===== src/rtl/cpu_types_pkg.sv =====
// Shared CPU/memory-side types: RAM word and status, plus arbiter owner encoding.
package cpu_types_pkg;

    localparam int unsigned WORD_W = 32;
    localparam int unsigned ARB_CORES = 2;

    typedef logic [WORD_W-1:0] word_t;

    typedef enum logic [1:0] {
        FREE   = 2'b00,
        BUSY   = 2'b01,
        ACCESS = 2'b10,
        ERROR  = 2'b11
    } ramstate_t;

    typedef enum logic {
        SRC_I = 1'b0,
        SRC_D = 1'b1
    } arb_src_t;

    typedef struct packed {
        arb_src_t src;
        logic     core;
    } arb_owner_t;

    // Core chosen within one class: on a tie the core that did not go last, else the lone requester.
    function automatic logic rr_pick(input logic [ARB_CORES-1:0] req, input logic rr_last);
        if (req == 2'b11) begin
            return ~rr_last;
        end
        return req[1];
    endfunction

endpackage


===== src/rtl/arb_priority_sel.sv =====
// Combinational requester selection: data class over instruction class, round-robin between cores.
module arb_priority_sel
    import cpu_types_pkg::*;
(
    input  logic [1:0] req_i,
    input  logic [1:0] req_d,
    input  logic       rr_last,
    output logic       any,
    output arb_owner_t pick
);

    always_comb begin
        any  = (|req_i) | (|req_d);
        pick = '{src: SRC_I, core: 1'b0};
        if (|req_d) begin
            pick = '{src: SRC_D, core: rr_pick(req_d, rr_last)};
        end else if (|req_i) begin
            pick = '{src: SRC_I, core: rr_pick(req_i, rr_last)};
        end
    end

endmodule


===== src/rtl/mem_arbiter.sv =====
// Grants the single RAM port to one of two icaches / two dcaches and holds the grant
// until the owner drops its request, so multi-word bursts are never interleaved.
module mem_arbiter
    import cpu_types_pkg::*;
#(
    parameter int unsigned CPUS = 2
)
(
    input  logic            CLK,
    input  logic            nRST,
    input  logic [CPUS-1:0] iREN,
    input  logic [31:0]     iaddr [CPUS],
    output logic [31:0]     iload [CPUS],
    output logic [CPUS-1:0] iwait,
    input  logic [CPUS-1:0] dREN,
    input  logic [CPUS-1:0] dWEN,
    input  logic [31:0]     daddr [CPUS],
    input  logic [31:0]     dstore [CPUS],
    output logic [31:0]     dload [CPUS],
    output logic [CPUS-1:0] dwait,
    output logic            ramREN,
    output logic            ramWEN,
    output logic [31:0]     ramaddr,
    output logic [31:0]     ramstore,
    input  logic [31:0]     ramload,
    input  logic [1:0]      ramstate
);

    localparam logic [0:0] IDLE = 1'b0;
    localparam logic [0:0] OWN  = 1'b1;

    logic [0:0] state;
    logic [0:0] next_state;
    arb_owner_t owner;
    arb_owner_t next_owner;
    logic       rr_last;
    logic       next_rr_last;

    logic            any;
    arb_owner_t      pick;
    logic [CPUS-1:0] req_d;
    logic            owner_req;
    logic            access;

    assign req_d  = dREN | dWEN;
    assign access = (ramstate_t'(ramstate) == ACCESS);

    arb_priority_sel u_sel (
        .req_i   (iREN),
        .req_d   (req_d),
        .rr_last (rr_last),
        .any     (any),
        .pick    (pick)
    );

    // Whether the current owner still holds its request this cycle.
    always_comb begin
        if (owner.src == SRC_D) begin
            owner_req = req_d[owner.core];
        end else begin
            owner_req = iREN[owner.core];
        end
    end

    // State, owner and round-robin registers.
    always_ff @(posedge CLK or negedge nRST) begin
        if (!nRST) begin
            state   <= IDLE;
            owner   <= '{src: SRC_I, core: 1'b0};
            rr_last <= 1'b1;
        end else begin
            state   <= next_state;
            owner   <= next_owner;
            rr_last <= next_rr_last;
        end
    end

    // Next-state logic and RAM/wait muxing; release always passes through IDLE before re-arbitrating.
    always_comb begin
        next_state   = state;
        next_owner   = owner;
        next_rr_last = rr_last;
        ramREN       = 1'b0;
        ramWEN       = 1'b0;
        ramaddr      = '0;
        ramstore     = '0;
        iwait        = '1;
        dwait        = '1;

        case (state)
            IDLE: begin
                if (any) begin
                    next_owner   = pick;
                    next_rr_last = pick.core;
                    next_state   = OWN;
                end
            end
            OWN: begin
                if (!owner_req) begin
                    next_state = IDLE;
                end
                if (owner.src == SRC_D) begin
                    ramaddr            = daddr[owner.core];
                    ramstore           = dstore[owner.core];
                    ramWEN             = dWEN[owner.core];
                    ramREN             = dREN[owner.core] & ~dWEN[owner.core];
                    dwait[owner.core]  = ~access;
                end else begin
                    ramaddr            = iaddr[owner.core];
                    ramREN             = iREN[owner.core];
                    iwait[owner.core]  = ~access;
                end
            end
            default: begin
                next_state = IDLE;
            end
        endcase
    end

    // Load data is broadcast; the wait lines tell each cache when it is valid.
    always_comb begin
        for (int i = 0; i < int'(CPUS); i++) begin
            iload[i] = ramload;
            dload[i] = ramload;
        end
    end

endmodule


===== config.mk =====
export PLATFORM = sky130hd
export DESIGN_NAME = mem_arbiter
export DESIGN_NICKNAME = d
export VERILOG_FILES = /design/src/rtl/cpu_types_pkg.sv /design/src/rtl/arb_priority_sel.sv /design/src/rtl/mem_arbiter.sv
export SDC_FILE = /design/constraint.sdc
export NUM_CORES = 1
export LEC_CHECK = 0
export ABC_CLOCK_PERIOD_IN_PS = 4700
export BUFFER_PORTS_ARGS = -buffer_cell sky130_fd_sc_hd__buf_2
export CAP_MARGIN = 15
export CORE_AREA = 2 2 167 169
export CTS_CLUSTER_SIZE = 16
export DETAILED_ROUTE_END_ITERATION = 10
export DIE_AREA = 0 0 169 171
export SLEW_MARGIN = 20
export SYNTH_ARGS = -nofsm -noshare
export SYNTH_HDL_FRONTEND = slang
export SYNTH_SLANG_ARGS = --single-unit

===== constraint.sdc =====
create_clock -name CLK -period 4.7 [get_ports CLK]
set_input_delay 0.94 -clock CLK [delete_from_list [all_inputs] [get_ports CLK]]
set_output_delay 0.94 -clock CLK [all_outputs]
set_load 0.02 [all_outputs]

==> results.md <==
* FF-to-FF End: state
* Leak at around 1.8 nW
* Cts bufs inserted at 3
* Die W at roughly 170 um
* Worst-path maximum fanout at 38
* Worst Hold Launch: rr_last
* Slowest CP cell: dfrtp_4
* CP endpoint kind: output pin
* GRT Util Overall at 0.0746
* Met1 usage at 0.0760
* Final Cell Area at approximately 0.0036 mm2
* Post-Route Setup TNS at 0 ns
* Mapped Nets at ~540
* Met3 Use GR at 0.0370
* WHS at about 0.48 ns
* Period utilization at 0.689
* Cell family with most CP delay: flip-flops
* R2R setup slack at between 2 and 3 ns
* Period minus WS final at ~3.2 ns
* Layout cells sized above 1 at 0.711
* Main area contributors after synthesis: buf_4, mux4_2, mux2i_1, and2_1, nor2_1
* RSZ-0062 raised after global routing: no
* Placed cell area at 0.00349 mm2
* Post-CTS setup repair buffer count at 0
* Fin. Hold Viols at 0
* Clock Skews at between 0.001 and 0.0015 ns
* DR vias/cell at 3.40
* Count of final setup violators at 0
* Syn-to-layout area delta at 27.8%
* Total number of yosys warnings at 0
* Maximum vdd ir drop at roughly 0.17 mV
* Number of global-route vias before repair at 2558
* Worst-skew pair later-pin latency at between 0.2 and 0.25 ns
* Clock-pin slew on the worst setup and hold paths at ~0.03 ns
* Cells on worst reg2reg path at 3
* Main synth FF type: dfrtp_1
* Vias at roughly 2700
* Routability congestion estimate at between 0.7 and 0.8
* Detail Placement HPWL at approximately 11000 um
* Synthesis-stage register bit count at 4
* Sequential area share after synthesis at 0.0362
* Number of synthesized flops with an enable pin at 0
* Initial Util at 0.102
* Row Count at between 60 and 70
* Met2 GRT Util at 0.136
* Critical path depth at 5
* Initial antenna violation count at 3
* Final cell count without fillers at slightly below 800
* Critical-path cell list: buf_4 > nand2_1 > o221ai_1 > o211a_1 > buf_2
* First-pass GRT wire length at about 16000 um
* Worst reg2reg startpoint: owner[0]
* Post-synth ARST share at 1.00
* Final max-slew violation count at 0
* Post-synth top area share at 0.343
* Most common cell after layout, fill and taps aside: buf_2
* Max-slew headroom at 0.402
* Synth Cell Area at 0.00280 mm2
* Number of H-tree levels at 1
* PostCTS Resize Cnt at 0
* CP required at ~3.8 ns
* WL/cell at roughly 16 um
* DIE AREA at between 0.02 and 0.03 mm2
* Yosys cell types at 28
* Mapped Cells at 309
* Largest net degree at the start of global routing at 39
* CTS tree: yes
* # DRC at 0
* Max Cap Viol at 0
* Core footprint at about 0.027 mm2
* Synth area leader: buf_4
* CP arrival at approximately 2.3 ns
* Crit path from: owner[0]
* CP max stage delay at between 0.8 and 0.9 ns
* Power density of the placed cells at about 560 mW/mm2
* Worst-Margin Slew at roughly 0.90 ns
* Chip Height at 171 um
* Clock Tree Root: clkbuf_16
* Antenna-violating nets left at 0
* Fmax at roughly 0.31 GHz
* # port buffers at roughly 270
* Most frequent cells in the layout: buf_2, mux2i_1, nor2_1
* Placed cell count at 782
* Worst hold path type: flip-flop to flip-flop
* Busiest grt layer: met2
* IO Count at 432
* WS Path Type: flip-flop to output pin
* Final net count at 675
* Hold-fix buffers, CTS at 0
* WL final at approximately 12000 um
* DRT iter0 DRCs at 93
* Status: finished, final reports clean
* CTS Sinks at 4
* Max clock buf depth at 2
* WP buf/inv at 2
* Syn Area/Cell at 9.06 um2
* 1st-pass router iterations at 4
* CP Capture Point: ramREN
* Total gr overflow at 0
* CP Launch Type: flip-flop
==> kinds of logic (layout without fill, tap and decap cells) <==
| logic type | count (synthesis) | count (layout) | synth area share |
|---|---|---|---|
| buffers and inverters | 149 | 280 | 0.404 |
| AND/OR/NAND/NOR | 78 | 78 | 0.141 |
| multiplexers | 69 | 69 | 0.397 |
| AO/OA/AOI/OAI | 9 | 9 | 0.0219 |
| flip-flops | 4 | 4 | 0.0362 |
| other | 0 | 2 | 0 |
==> worst min-delay path by stage <==
stage              end  slack (ns)  depth (start not counted)
3_5_place_dp   rr_last        0.47                          2
6_report       rr_last        0.48                          2
3_3_place_gp   rr_last        0.47                          2
5_1_grt        rr_last        0.49                          2
2_1_floorplan  rr_last        0.45                          2
4_1_cts        rr_last        0.47                          2
==> report_power, final <==
part / total, mW / switching, mW / internal (mW)
registers: 0.213 / 0.157 / 0.0566
clock network: 0.137 / 0.0249 / 0.112
logic: 1.66 / 0.920 / 0.736
total: 2.01 / 1.10 / 0.904
==> cells in the mapped netlist, types with 2 or more instances <==
| library cell | n |
|---|---|
| and2_1 | 32 |
| buf_12 | 3 |
| buf_2 | 3 |
| buf_4 | 128 |
| buf_6 | 5 |
| clkbuf_1 | 8 |
| dfrtp_1 | 3 |
| mux2i_1 | 35 |
| mux4_1 | 2 |
| mux4_2 | 31 |
| nand2_1 | 4 |
| nand2b_1 | 2 |
| nor2_1 | 34 |
| o21ai_0 | 3 |
| or2_1 | 2 |
| or3_1 | 2 |
==> stage by stage <==
| stage | util | total power [mW] | setup WS (ns) |
|---|---|---|---|
| floorplan | - | 1.54 | 2.13 |
| global placement | 0.128 | 1.89 | 1.63 |
| detailed placement | 0.128 | 1.91 | 1.57 |
| CTS | 0.131 | 2.06 | 1.36 |
| global route | 0.131 | 2.17 | 1.28 |
| finish | 0.131 | 2.01 | 1.46 |
==> sequential cells by signal, summed over array words and instances (netlist names) <==
signal   flops
owner        2
rr_last      1
state        1
==> per-layer routing <==
metal,part of all wire,wire length [um]
met1,0.35,4360
met2,0.48,5930
met3,0.15,1820
met4,0.022,274
met5,0.0015,18
==> cell type report <==
| type | instances | area, um2 |
|---|---|---|
| flip-flops and latches | 4 | 106 |
| repair buffers | 274 | 1380 |
| well taps | 346 | 433 |
| inverters | 2 | 7.51 |
| diodes | 2 | 5.00 |
| clock buffers | 4 | 78.8 |
| multi-input cells | 156 | 1570 |
| fillers | 3174 | 23700 |
==> worst register-to-register path, delay by kind of cell, from the launching register on <==
kind,cells,cell delay [ns]
AOI/OAI and AO/OA,1,0.19
buffers and inverters,1,0.13
DFF,1,0.87
muxes,1,0.45
No activity file was read; power rests on OpenSTA's default activity.
